### src/rtl/ps2_key_event_rx.sv
`timescale 1ns/1ps
`default_nettype none
// ============================================================================
//  Module      : ps2_key_event_rx
//  Description : PS/2 keyboard receiver. Synchronises and glitch-filters the
//                PS/2 clock, frames 11-bit packets with parity/stop checks,
//                folds E0/F0 prefixes into key events and buffers them in a
//                first-word-fall-through FIFO.
//  Revision    : 1.0 - initial release
// ============================================================================
module ps2_key_event_rx #(
  parameter int SYNC_STAGES = 2,
  parameter int FILTER_LEN  = 8,
  parameter int TIMEOUT_CYC = 50000,
  parameter int FIFO_DEPTH  = 8,
  parameter int CW          = $clog2(FIFO_DEPTH + 1)
) (
  input  logic          clk,
  input  logic          arst_l,
  input  logic          ps2_clk,
  input  logic          ps2_data,
  input  logic          rd_en,
  input  logic          clr_err,
  output logic          evt_valid,
  output logic [7:0]    evt_code,
  output logic          evt_break,
  output logic          evt_ext,
  output logic [CW-1:0] evt_count,
  output logic          parity_err,
  output logic          frame_err,
  output logic          overflow
);

  localparam int FW = $clog2(FILTER_LEN + 1);
  localparam int TW = $clog2(TIMEOUT_CYC + 1);
  localparam int PW = $clog2(FIFO_DEPTH);

  typedef enum logic [1:0] {
    ST_IDLE   = 2'd0,
    ST_DATA   = 2'd1,
    ST_PARITY = 2'd2,
    ST_STOP   = 2'd3
  } state_t;

  // Reset release is synchronised so every flop leaves reset on the same edge
  logic [1:0] rst_sync;
  logic       rst_n;

  // Reset synchroniser: asserts immediately, releases after two clock edges
  always_ff @(posedge clk or negedge arst_l) begin
    if (!arst_l) rst_sync <= 2'b00;
    else         rst_sync <= {rst_sync[0], 1'b1};
  end
  assign rst_n = rst_sync[1];

  // Line synchronisers; both lines idle high so they reset to 1
  logic [SYNC_STAGES-1:0] clk_sync;
  logic [SYNC_STAGES-1:0] data_sync;
  logic                   sclk;
  logic                   sdata;

  // Shift raw PS/2 lines through the synchroniser chains
  always_ff @(posedge clk or negedge rst_n) begin
    if (!rst_n) begin
      clk_sync  <= '1;
      data_sync <= '1;
    end else begin
      clk_sync  <= {clk_sync[SYNC_STAGES-2:0], ps2_clk};
      data_sync <= {data_sync[SYNC_STAGES-2:0], ps2_data};
    end
  end
  assign sclk  = clk_sync[SYNC_STAGES-1];
  assign sdata = data_sync[SYNC_STAGES-1];

  // Glitch filter: the filtered clock flips only after FILTER_LEN
  // consecutive synced samples disagree with it
  logic          filt;
  logic [FW-1:0] fcnt;
  logic          filt_flip;
  logic          fall;

  assign filt_flip = (sclk != filt) && (fcnt == FW'(FILTER_LEN - 1));
  assign fall      = filt_flip && filt;

  // Filter counter and filtered clock state
  always_ff @(posedge clk or negedge rst_n) begin
    if (!rst_n) begin
      filt <= 1'b1;
      fcnt <= '0;
    end else if (sclk == filt) begin
      fcnt <= '0;
    end else if (filt_flip) begin
      filt <= sclk;
      fcnt <= '0;
    end else begin
      fcnt <= fcnt + 1'b1;
    end
  end

  // Frame state
  state_t        state;
  logic [7:0]    shreg;
  logic [2:0]    bitcnt;
  logic          par;
  logic [TW-1:0] tcnt;
  logic          timeout;
  logic          stop_fall;
  logic          frame_ev;
  logic          parity_ev;
  logic          byte_ok;
  logic          push;

  assign timeout   = (state != ST_IDLE) && !fall && (tcnt == TW'(TIMEOUT_CYC - 1));
  assign stop_fall = fall && (state == ST_STOP);
  assign frame_ev  = (fall && (state == ST_IDLE) && sdata) || (stop_fall && !sdata) || timeout;
  assign parity_ev = stop_fall && sdata && !(^{shreg, par});
  assign byte_ok   = stop_fall && sdata && (^{shreg, par});
  assign push      = byte_ok && (shreg != 8'hE0) && (shreg != 8'hF0);

  // Frame FSM: advances on filtered falling edges, bails out on timeout
  always_ff @(posedge clk or negedge rst_n) begin
    if (!rst_n) begin
      state  <= ST_IDLE;
      shreg  <= '0;
      bitcnt <= '0;
      par    <= 1'b0;
      tcnt   <= '0;
    end else begin
      if (fall || (state == ST_IDLE)) tcnt <= '0;
      else                            tcnt <= tcnt + 1'b1;

      if (timeout) begin
        state <= ST_IDLE;
      end else if (fall) begin
        case (state)
          ST_IDLE: begin
            if (!sdata) begin
              state  <= ST_DATA;
              bitcnt <= '0;
            end
          end
          ST_DATA: begin
            shreg  <= {sdata, shreg[7:1]};
            bitcnt <= bitcnt + 1'b1;
            if (bitcnt == 3'd7) state <= ST_PARITY;
          end
          ST_PARITY: begin
            par   <= sdata;
            state <= ST_STOP;
          end
          default: state <= ST_IDLE;
        endcase
      end
    end
  end

  // Prefix flags waiting for the code byte they qualify
  logic pend_ext;
  logic pend_brk;

  // Prefix decoder: E0/F0 arm flags, a code byte consumes them, errors drop them
  always_ff @(posedge clk or negedge rst_n) begin
    if (!rst_n) begin
      pend_ext <= 1'b0;
      pend_brk <= 1'b0;
    end else if (frame_ev || parity_ev) begin
      pend_ext <= 1'b0;
      pend_brk <= 1'b0;
    end else if (byte_ok) begin
      if (shreg == 8'hE0) begin
        pend_ext <= 1'b1;
      end else if (shreg == 8'hF0) begin
        pend_brk <= 1'b1;
      end else begin
        pend_ext <= 1'b0;
        pend_brk <= 1'b0;
      end
    end
  end

  // Event FIFO
  logic [9:0]    mem [FIFO_DEPTH];
  logic [PW-1:0] wr_ptr;
  logic [PW-1:0] rd_ptr;
  logic [CW-1:0] count;
  logic          full;
  logic          pop;
  logic          wr;
  logic [9:0]    head;

  assign full = (count == CW'(FIFO_DEPTH));
  assign pop  = rd_en && (count != '0);
  assign wr   = push && (!full || pop);

  // Storage array; contents are only observed while the entry is valid
  always_ff @(posedge clk) begin
    if (wr) mem[wr_ptr] <= {pend_ext, pend_brk, shreg};
  end

  // FIFO pointers and occupancy
  always_ff @(posedge clk or negedge rst_n) begin
    if (!rst_n) begin
      wr_ptr <= '0;
      rd_ptr <= '0;
      count  <= '0;
    end else begin
      if (wr)  wr_ptr <= wr_ptr + 1'b1;
      if (pop) rd_ptr <= rd_ptr + 1'b1;
      case ({wr, pop})
        2'b10:   count <= count + 1'b1;
        2'b01:   count <= count - 1'b1;
        default: count <= count;
      endcase
    end
  end

  // Sticky error flags; a new event outranks a simultaneous clear
  always_ff @(posedge clk or negedge rst_n) begin
    if (!rst_n) begin
      parity_err <= 1'b0;
      frame_err  <= 1'b0;
      overflow   <= 1'b0;
    end else begin
      parity_err <= parity_ev | (parity_err & ~clr_err);
      frame_err  <= frame_ev  | (frame_err  & ~clr_err);
      overflow   <= (push && full && !pop) | (overflow & ~clr_err);
    end
  end

  assign head      = mem[rd_ptr];
  assign evt_valid = (count != '0);
  assign evt_code  = evt_valid ? head[7:0] : 8'h00;
  assign evt_break = evt_valid & head[8];
  assign evt_ext   = evt_valid & head[9];
  assign evt_count = count;

endmodule
`default_nettype wire

### config.mk
export PLATFORM = sky130hd
export DESIGN_NAME = ps2_key_event_rx
export DESIGN_NICKNAME = d
export VERILOG_FILES = /design/src/rtl/ps2_key_event_rx.sv
export SDC_FILE = /design/constraint.sdc
export NUM_CORES = 1
export LEC_CHECK = 0
export CAP_MARGIN = 20
export CORE_MARGIN = 2
export CORE_UTILIZATION = 35
export CTS_CLUSTER_DIAMETER = 30
export DETAILED_ROUTE_END_ITERATION = 10
export SYNTH_ARGS = -nofsm -noshare
export SYNTH_HDL_FRONTEND = slang
export SYNTH_SLANG_ARGS = --single-unit
### constraint.sdc
create_clock -name clk -period 1.93 [get_ports clk]
set_input_delay 0.386 -clock clk [delete_from_list [all_inputs] [get_ports clk]]
set_output_delay 0.386 -clock clk [all_outputs]
set_load 0.05 [all_outputs]
* After elaboration in Yosys (flattened, before gate mapping)
Memories as Yosys holds them, arrays and structs flattened.
Index checks and enable logic that the tools add are counted.
** Storage, ports and cells
- Input port bits :: 6
- Word-level logic and storage cells :: 121
- Register bits :: 56
- Memories kept :: 1
- Memory bits (writable) :: 80
** Memories
- mem :: depth 8, width 10, rd ports 1, clocked after memory_dff 0, wr ports 1, line 182 : logic [9:0] mem [FIFO_DEPTH];
** Operators by class
- Add/sub/neg operators :: 7
- Reduce and logical (&&, ||, !) cells :: 42
- Equality and inequality tests :: 20
- Bitwise operators :: 11
- Muxes and demuxes :: 22
** Operator list (number)
- $logic_and A1 B1 Y1 :: 17
- $add A16 B1 Y16 const B :: 1
- $eq A16 B16 Y1 const B :: 1
- $eq A8 B8 Y1 const B :: 2
- $mux W16 :: 1
- $ne A8 B8 Y1 const B :: 2
- $mux W1 :: 10
- $reduce_bool A2 Y1 :: 5
- $add A3 B1 Y3 const B :: 3
- $ne A3 B3 Y1 const B :: 3
- $reduce_and A3 Y1 :: 3
- $reduce_xor A9 Y1 :: 1
- $add A4 B1 Y4 const B :: 2
- $mux W2 :: 4
- $mux W4 :: 2
- $mux W8 :: 1
- $pmux W4 S2 :: 1
- $eq A2 B2 Y1 const B :: 3
- $pmux W2 S3 :: 1
- $pmux W3 S2 :: 1
- $reduce_and A2 Y1 :: 3
- $and A1 B1 Y1 :: 5
- $logic_not A1 Y1 :: 5
- $logic_or A1 B1 Y1 :: 5
- 14 further kinds :: 20

* Longest topological paths before layout
Gate-level depths: netlist (run 1).
- Word-level depth :: 11
- Mapped depth :: 12

* Worst setup path after synthesis (run 1)
OpenSTA, ideal clock, no wires.
- Kind :: register -> register
- From :: reg shreg[2]
- To :: mem mem[0][0], enable pin
- Data arrival time :: 2.518 ns
- Period minus slack after synthesis :: 2.921 ns
- Path slack :: -0.991 ns
- Required time :: 1.527 ns
- Cell stages (with the launch flop) :: 6
- Library setup time :: 0.403 ns
- Cell sequence :: dfrtp_1 > xnor2_1 > xnor3_2 > xnor2_4 > nand3_4 > nor4_1
** On the way
- Word-level cells in the longest chain between the ends :: 7
- Elaborated cells between the ends (all ways) :: 9
** RTL lines
- from (decl) :: line 102 : logic [7:0] shreg;
- from (signal assigned) :: line 143 : shreg <= {sdata, shreg[7:1]};
- $reduce_xor A9 Y1 :: line 117 : assign byte_ok = stop_fall && sdata && (^{shreg, par});
- $logic_and A1 B1 Y1 :: line 117
- $logic_and A1 B1 Y1 :: line 118 : assign push = byte_ok && (shreg != 8'hE0) && (shreg != 8'hF0);
- $logic_and A1 B1 Y1 * :: line 118
- $logic_and A1 B1 Y1 * :: line 193 : assign wr = push && (!full || pop);
- $mux W1 * :: line 197 : if (wr) mem[wr_ptr] <= {pend_ext, pend_brk, shreg};
- $mux W1 (implied by the code) * :: line 197
- to (decl) :: line 182
Every way passes the cells marked *; elsewhere a longest branch is shown, timed or not.

* Final worst setup path (run 1)
- From :: reg shreg[2]
- To :: reg count[2] (netlist: evt_count[2])
** On the way
- Word-level cells in the longest chain between the ends :: 7
- Elaborated cells between the ends (all ways) :: 11
** RTL lines
- $reduce_xor A9 Y1 :: line 117
- $logic_and A1 B1 Y1 :: line 117
- $logic_and A1 B1 Y1 :: line 118
- $logic_and A1 B1 Y1 * :: line 118
- $logic_and A1 B1 Y1 * :: line 193
- $eq A2 B1 Y1 / $eq A2 B2 Y1 (equally long branches) :: line 209 : case ({wr, pop})
- $pmux W4 S2 / $reduce_bool A2 Y1 (equally long branches)
- to (signal assigned) :: line 210 : 2'b10: count <= count + 1'b1;
- to (signal assigned) :: line 211 : 2'b01: count <= count - 1'b1;
- to (signal assigned) :: line 212 : default: count <= count;
- to (decl) :: line 185 : logic [CW-1:0] count;
Marked as above.
A chain may end at the register's enable or synchronous reset.

==> out/qor.yml, run 1 <==
run_status:
  violations: "setup timing"
  outcome: "finished with violations"
logic_synthesis:
  netlist.area_leader.share_pct: 41.6
  synth_edf_count: 80
  yosys.area_share.simple_pct: 9.45
  synth_xor_area_share_pct: 5.57
  yosys-mux-area-fraction_pct: 12.1
  netlist_top_cells_area: "edfxtp_1, dfrtp_1, mux4_2, ha_1, nor2_1"
  ys_warn_count: 0
  synth_top_family_by_area: "multiplexers"
  synth.most_common_cell: "edfxtp_1"
  post_synth.cell_area_avg_um2: 15.2
  ys_seq_area_share_pct: 66.0
  yosys_register_bits: 136
  yosys.area.top_type: "edfxtp_1"
  synthTopCellsByCount: "edfxtp_1, dfrtp_1, nor2_1"
  synthArstFlopShare_pct: 41.2
  synthAdderAreaFrac_pct: 3.03
  syn_area_um2: 5770
  synthFlopType: "edfxtp_1"
  synth_cells: 379
  synth_compound_area_share_pct: 2.47
  synth_nets: 399
  synth_cell_types: 43
routing:
  drt_iter0_markers: 228
  drt-total-wl_um: 11600
  post-route-drc-count: 0
  final_antenna_net_count: 0
  vias: 3346
  wl_per_cell_um: 16.4
  via_per_inst: 4.71
  drt-pass1-iter-count: 4
floorplan:
  die_w_um: 132
  core-area_um2: 16000
  die-area_um2: 17500
  fp-row-count: 46
  start_util_pct: 36.1
  die_h_um: 132
  pin_count: 24
place:
  placed_cell_area_um2: 6930
  dp_hpwl_um: 7400
  pre_cts_ws_ps: -518
  portBuffers: 23
  routabilityCongestion: 0.757
clock_tree:
  clk_pin_slew_worst_paths_ps: 60
  clock_latency_ps: 410
  htree_levels: 4
  cts_tree: "yes"
  cts_root_buffer: "clkbuf_16"
  clockBufferDepth: 2
  cts_sinks: 136
  cts_buffers: 17
final_layout:
  drive_above_1_share_pct: 40.7
  num-nets-final: 502
  fill_cells: 1364
  synthToLayoutAreaGrowth_pct: 37.4
  final_area_um2: 7930
  ff_latch_area_um2: 3820
  multi_input_area_um2: 2190
  diodes: 0
worst_setup_path:
  path_max_fanout: 2
  slowest_delay_ps: 490
  slowest_stage: "xnor3_2"
  critPathKind: "reg2reg"
  critPathLaunchType: "register"
  required_ps: 2230
  critPathBufInv: 0
  r2r_slack_ps: -530
  crit_arrival_ps: 2750
  critPathCaptureType: "register"
  cp_top_family: "XOR/XNOR gates"
  path_cells: "xnor2_1 -> xnor3_2 -> xnor2_4 -> nand3_4 -> ha_4 -> xor2_1 -> ha_2 -> a21oi_2 -> xor2_1 -> nor2_1 -> xor2_1"
  cpMostUsedCell: "xor2_1"
sta:
  finClkSkew_ps: 11.2
  finalCritPeriodShare_pct: 127
  setup_ws_ps: -529
  period_minus_slack_ps: 2460
  tns_ps: -40630
  finalSetupViolations: 96
  timing.fmax_mhz: 407
  grt_setup_unrepaired: "yes"
  hold_violations: 0
  slew_viol_final: 0
global_routing:
  grt_max_degree: 55
  antenna_found_initial: 0
  grt_pass1_vias: 3598
  grt_usage_pct: 14.0
  grt_pass1_wl_um: 18700
  grt_overflow: 0
worst_hold_path:
  hold_path.class: "in2async"
job:
  maxCapViolCount: 0
power_and_ir_drop:
  power_density_nw_per_um2: 1050
  p_leak_uw: 0.00313
  vdd_drop_max_mv: 0.550
state kept, by name (all words and copies together) (netlist names):
signal,cells
bitcnt,3
clk_sync,2
data_sync,2
evt_count,4
fcnt,4
filt,1
frame_err,1
mem,80
overflow,1
par,1
parity_err,1
pend_brk,1
pend_ext,1
rd_ptr,3
rst_sync,2
shreg,8
state,2
tcnt,16
wr_ptr,3
final timing paths:
| check | to | cells past startpoint | start |
|---|---|---|---|
| max in group asynchronous | data_sync[1] | 1 | rst_sync[1] |
| min reg2reg | shreg[7] | 1 | rst_sync[1] |
| max | evt_count[2] | 11 | shreg[2] |
| min | rst_sync[0] | 1 | arst_l |
| min in group clk | rst_sync[1] | 0 | rst_sync[0] |
| max reg2reg | evt_count[2] | 11 | shreg[2] |
power breakdown:
part | total [uW] | leakage (uW) | switching, uW | internal, uW
Sequential | 3320 | 0.00159 | 128 | 3200
Clock | 3070 | 0.000267 | 1180 | 1890
Combinational | 1960 | 0.00127 | 981 | 983
Total | 8360 | 0.00313 | 2290 | 6070
cells by family after synthesis:
group,Yosys count
AO/OA/AOI/OAI,22
buffers and inverters,20
AND/OR/NAND/NOR,111
flip-flops,136
adder cells (fa/ha/maj),14
XOR/XNOR,32
multiplexers,43
other,1
through the flow:
step,utilization [%],instances,hold slack (ps),power (uW)
2_1_floorplan,-,379,90.4,4440
3_3_place_gp,43.3,664,272,5040
3_5_place_dp,43.3,664,273,5090
4_1_cts,48.7,704,129,8520
5_1_grt,49.6,710,127,8730
6_report,49.6,710,139,8360
area by class of cell:
class / count / share of cell area [%]
Sequential cell: 136 / 48.1
Multi-Input combinational cell: 223 / 27.7
Timing Repair Buffer: 93 / 13.2
Clock buffer: 19 / 5.46
Tap cell: 216 / 3.41
Clock inverter: 12 / 1.61
Inverter: 11 / 0.552
routing by layer:
layer	vias to the layer above	part of all wire (%)	global-route usage [%]
met2	53	55	25.3
met4	0	0.91	4.48
met1	1684	41	16.2
li1	1600	-	-
met5	-	0	0
met3	9	3.5	3.91
worst register-to-register path, delay by kind of cell, from the launching register on:
kind / cells / cell delay [ps]
XOR/XNOR: 6 / 1320
adder cells (fa/ha/maj): 2 / 350
AO/OA/AOI/OAI: 1 / 110
flip-flops: 1 / 400
AND/OR/NAND/NOR: 2 / 180
cells in the final DEF (no fill, tap or decap), types with 6 or more instances in the layout:
master     synthesis  layout
buf_6              0      17
nor3_1            12       7
mux4_2            20      20
clkbuf_16          0      20
nor2_4             0      12
o21ai_0            7       6
ha_1              14      11
xor2_1            13      13
nand2_1           22      22
edfxtp_1          80      80
buf_12             0      14
nand3_1            7       7
inv_1             11      10
buf_4              0      49
dfrtp_2            0       6
nor2_1            42      29
mux2i_4            0       7
dfrtp_1           51      45
xnor2_1           16      16
mux2_2            10      10
what timing repair did:
action / in CTS / in global routing
pin swaps: 4 / 4
hold buffers: 0 / 0
buffers inserted: 7 / 4
cloned: 2 / 4
setup endpoints to repair: 98 / 100
gates resized for setup: 45 / 17
Note: power is estimated with default switching activity, not from simulation.
==> inputs of run 2 (changes only) <==
ABC_CLOCK_PERIOD_IN_PS = 1930   (was default)
==> results of run 2 <==
The final DEF is identical to that of run 1; final timing and power are the same.
==> inputs of run 3 (changes only) <==
REMOVE_ABC_BUFFERS = 1   (was default)
SLEW_MARGIN = 30   (was default)
==> run 3 against run 2 <==
- the flow still finishes with violations (setup timing)
- sequential power hardly changed
- total power shrank 1.4%
- clock-buffer cell count down 2
- critical path depth fell by 2
- clock power increased by 3%
- cell area decreased by 3.7%
- setup slack improved by 8.2 ps
- die area is the same
- highest routed layer unchanged
==> out/qor.yml, run 3 (synthesis gave the netlist of run 1 again) <==
routing:
  final_antenna_net_count: 0  # unchanged
  drt-pass1-iter-count: 4  # unchanged
  vias: 3409  # +1.9%
  via_per_inst: 4.78  # +1.5%
  post-route-drc-count: 0  # unchanged
  wl_per_cell_um: 16.6  # +1.6%
  drt-total-wl_um: 11900  # +2.0%
  drt_iter0_markers: 140  # -39%
global_routing:
  grt_pass1_wl_um: 19400  # +3.9%
  grt_usage_pct: 14.7  # +0.70 points
  grt_overflow: 0  # unchanged
  grt_max_degree: 55  # unchanged
  antenna_found_initial: 0  # unchanged
  grt_pass1_vias: 3638  # +1.1%
clock_tree:
  cts_tree: "yes"
  clk_pin_slew_worst_paths_ps: 60  # about the same
  htree_levels: 4  # unchanged
  cts_buffers: 17  # unchanged
  hold_buffers: 0  # unchanged
  clock_latency_ps: 430  # +20 ps
  cts_sinks: 136  # unchanged
  clockBufferDepth: 2  # unchanged
  cts_root_buffer: "clkbuf_16"
final_layout:
  num-nets-final: 504  # +0.40%
  largest_register: "mem"
  largest_reg_flops: 80  # unchanged
  drive_above_1_share_pct: 37.6  # -3.1 points
  fill_cells: 1395  # +2.3%
  synthToLayoutAreaGrowth_pct: 32.3
  largest_registers: "mem x80, tcnt x16, shreg x8"
  final_cell_mix: "edfxtp_1, buf_4, dfrtp_1"
  diodes: 0  # unchanged
  multi_input_area_um2: 2030  # -7.4%
  ff_latch_area_um2: 3810  # -0.13%
  layout_commonest_cell: "edfxtp_1"
sta:
  finClkSkew_ps: 12.9  # +1.70 ps
  period_minus_slack_ps: 2450  # -8.20 ps
  tns_ps: -41460  # -830 ps
  hold_slack_ps: 115  # -24.2 ps
  setup_ws_ps: -521  # +8.20 ps
  finalCritPeriodShare_pct: 127  # -0.43 points
  slew_viol_final: 0  # unchanged
  hold_violations: 0  # unchanged
  finalSetupViolations: 96  # unchanged
  timing.fmax_mhz: 408  # +0.33%
  grt_setup_unrepaired: "yes"
worst_setup_path:
  required_ps: 2070  # -160 ps
  critPathCaptureType: "register"
  critPathKind: "reg2reg"
  crit_arrival_ps: 2590  # -160 ps
  cpMostUsedCell: "buf_4"
  path_max_fanout: 5  # +3
  slowest_stage: "xnor3_2"
  critPathLaunchType: "register"
  slowest_delay_ps: 490  # about the same
  path_cells: "xnor2_1 -> xnor3_2 -> xnor2_4 -> nand3_4 -> buf_4 -> buf_12 -> nor4_4 -> buf_4 -> buf_6"
  ff2ff_path_depth: 9  # -2
place:
  routabilityCongestion: 0.743  # -1.9%
  dp_hpwl_um: 7290  # -1.5%
  portBuffers: 23  # unchanged
  pre_cts_ws_ps: -658  # -140 ps
floorplan:
  pin_count: 24  # unchanged
  die_h_um: 132  # unchanged
  die_w_um: 132  # unchanged
  die-area_um2: 17500  # unchanged
  core-area_um2: 16000  # unchanged
  fp-row-count: 46  # unchanged
  start_util_pct: 36.1  # unchanged
run_status:
  outcome: "finished with violations"
  violations: "setup timing"
power_and_ir_drop:
  power_density_nw_per_um2: 1080  # +2.4%
  p_total_uw: 8250  # -1.4%
  p_leak_uw: 0.00312  # -0.32%
  vdd_drop_max_mv: 0.605  # +10%
job:
  maxCapViolCount: 0  # unchanged
worst_hold_path:
  hold_path.class: "in2async"
[run 3: changes by cell type in the layout (fill, tap and decap cells not counted), sizes merged]
cell,change
buf,+7
bufbuf,-1
bufinv,-1
clkbuf,-5
clkinv,-1
clkinvlp,-1
dlygate4sd2,-1
inv,+6
[run 3: area by class of cell]
type	instances	share of cell area (%)
Clock inverter	15	2.05
Tap cell	216	3.54
Inverter	11	0.540
Timing Repair Buffer	95	11.8
Multi-Input combinational cell	223	26.6
Clock buffer	17	5.57
Sequential cell	136	49.9
[run 3: per-stage QoR]
step,cells,util [%],instance area [um2]
2_1_floorplan,370,-,5740
3_3_place_gp,662,41.6,6660
3_5_place_dp,662,41.6,6660
4_1_cts,708,47.3,7570
5_1_grt,713,47.8,7640
6_report,713,47.8,7640
[run 3: worst paths after layout]
check / slack (ps) / start / to
max: -520 / shreg[2] / mem[0][9]
min: 120 / arst_l / rst_sync[0]
max reg2reg: -520 / shreg[2] / mem[0][9]
min reg2reg: 260 / rst_sync[1] / tcnt[0]
max in group asynchronous: 1370 / rst_sync[1] / data_sync[0]
min in group clk: 360 / data_sync[0] / data_sync[1]
[run 3: routing by layer]
layer | wire length, um | vias up | share of wire (%) | GRT usage [%]
li1 | - | 1614 | - | -
met1 | 4960 | 1708 | 42 | 17.7
met2 | 6230 | 70 | 52 | 25.0
met3 | 478 | 17 | 4.0 | 3.72
met4 | 204 | 0 | 1.7 | 6.87
met5 | 0 | - | 0 | 0
[run 3: power breakdown]
group          switching (uW)  total (uW)  leakage [uW]  internal, uW
clock                    1340        3160      0.000283          1820
combinational             913        1770       0.00124           861
sequential                127        3320       0.00160          3190
[run 3: critical path, delay by kind of cell (launching register included)]
kind          cells  cell delay [ps]
xor+xnor          3              850
flops             1              380
buf+inv           4              590
simple gates      2              340
[run 3: timing repair]
| item | in CTS | in global routing |
|---|---|---|
| gates cloned | 8 | 1 |
| gates resized for setup | 65 | 16 |
| endpoints found under the setup margin | 97 | 98 |
| pin swaps | 9 | 2 |
| buffers inserted | 6 | 5 |
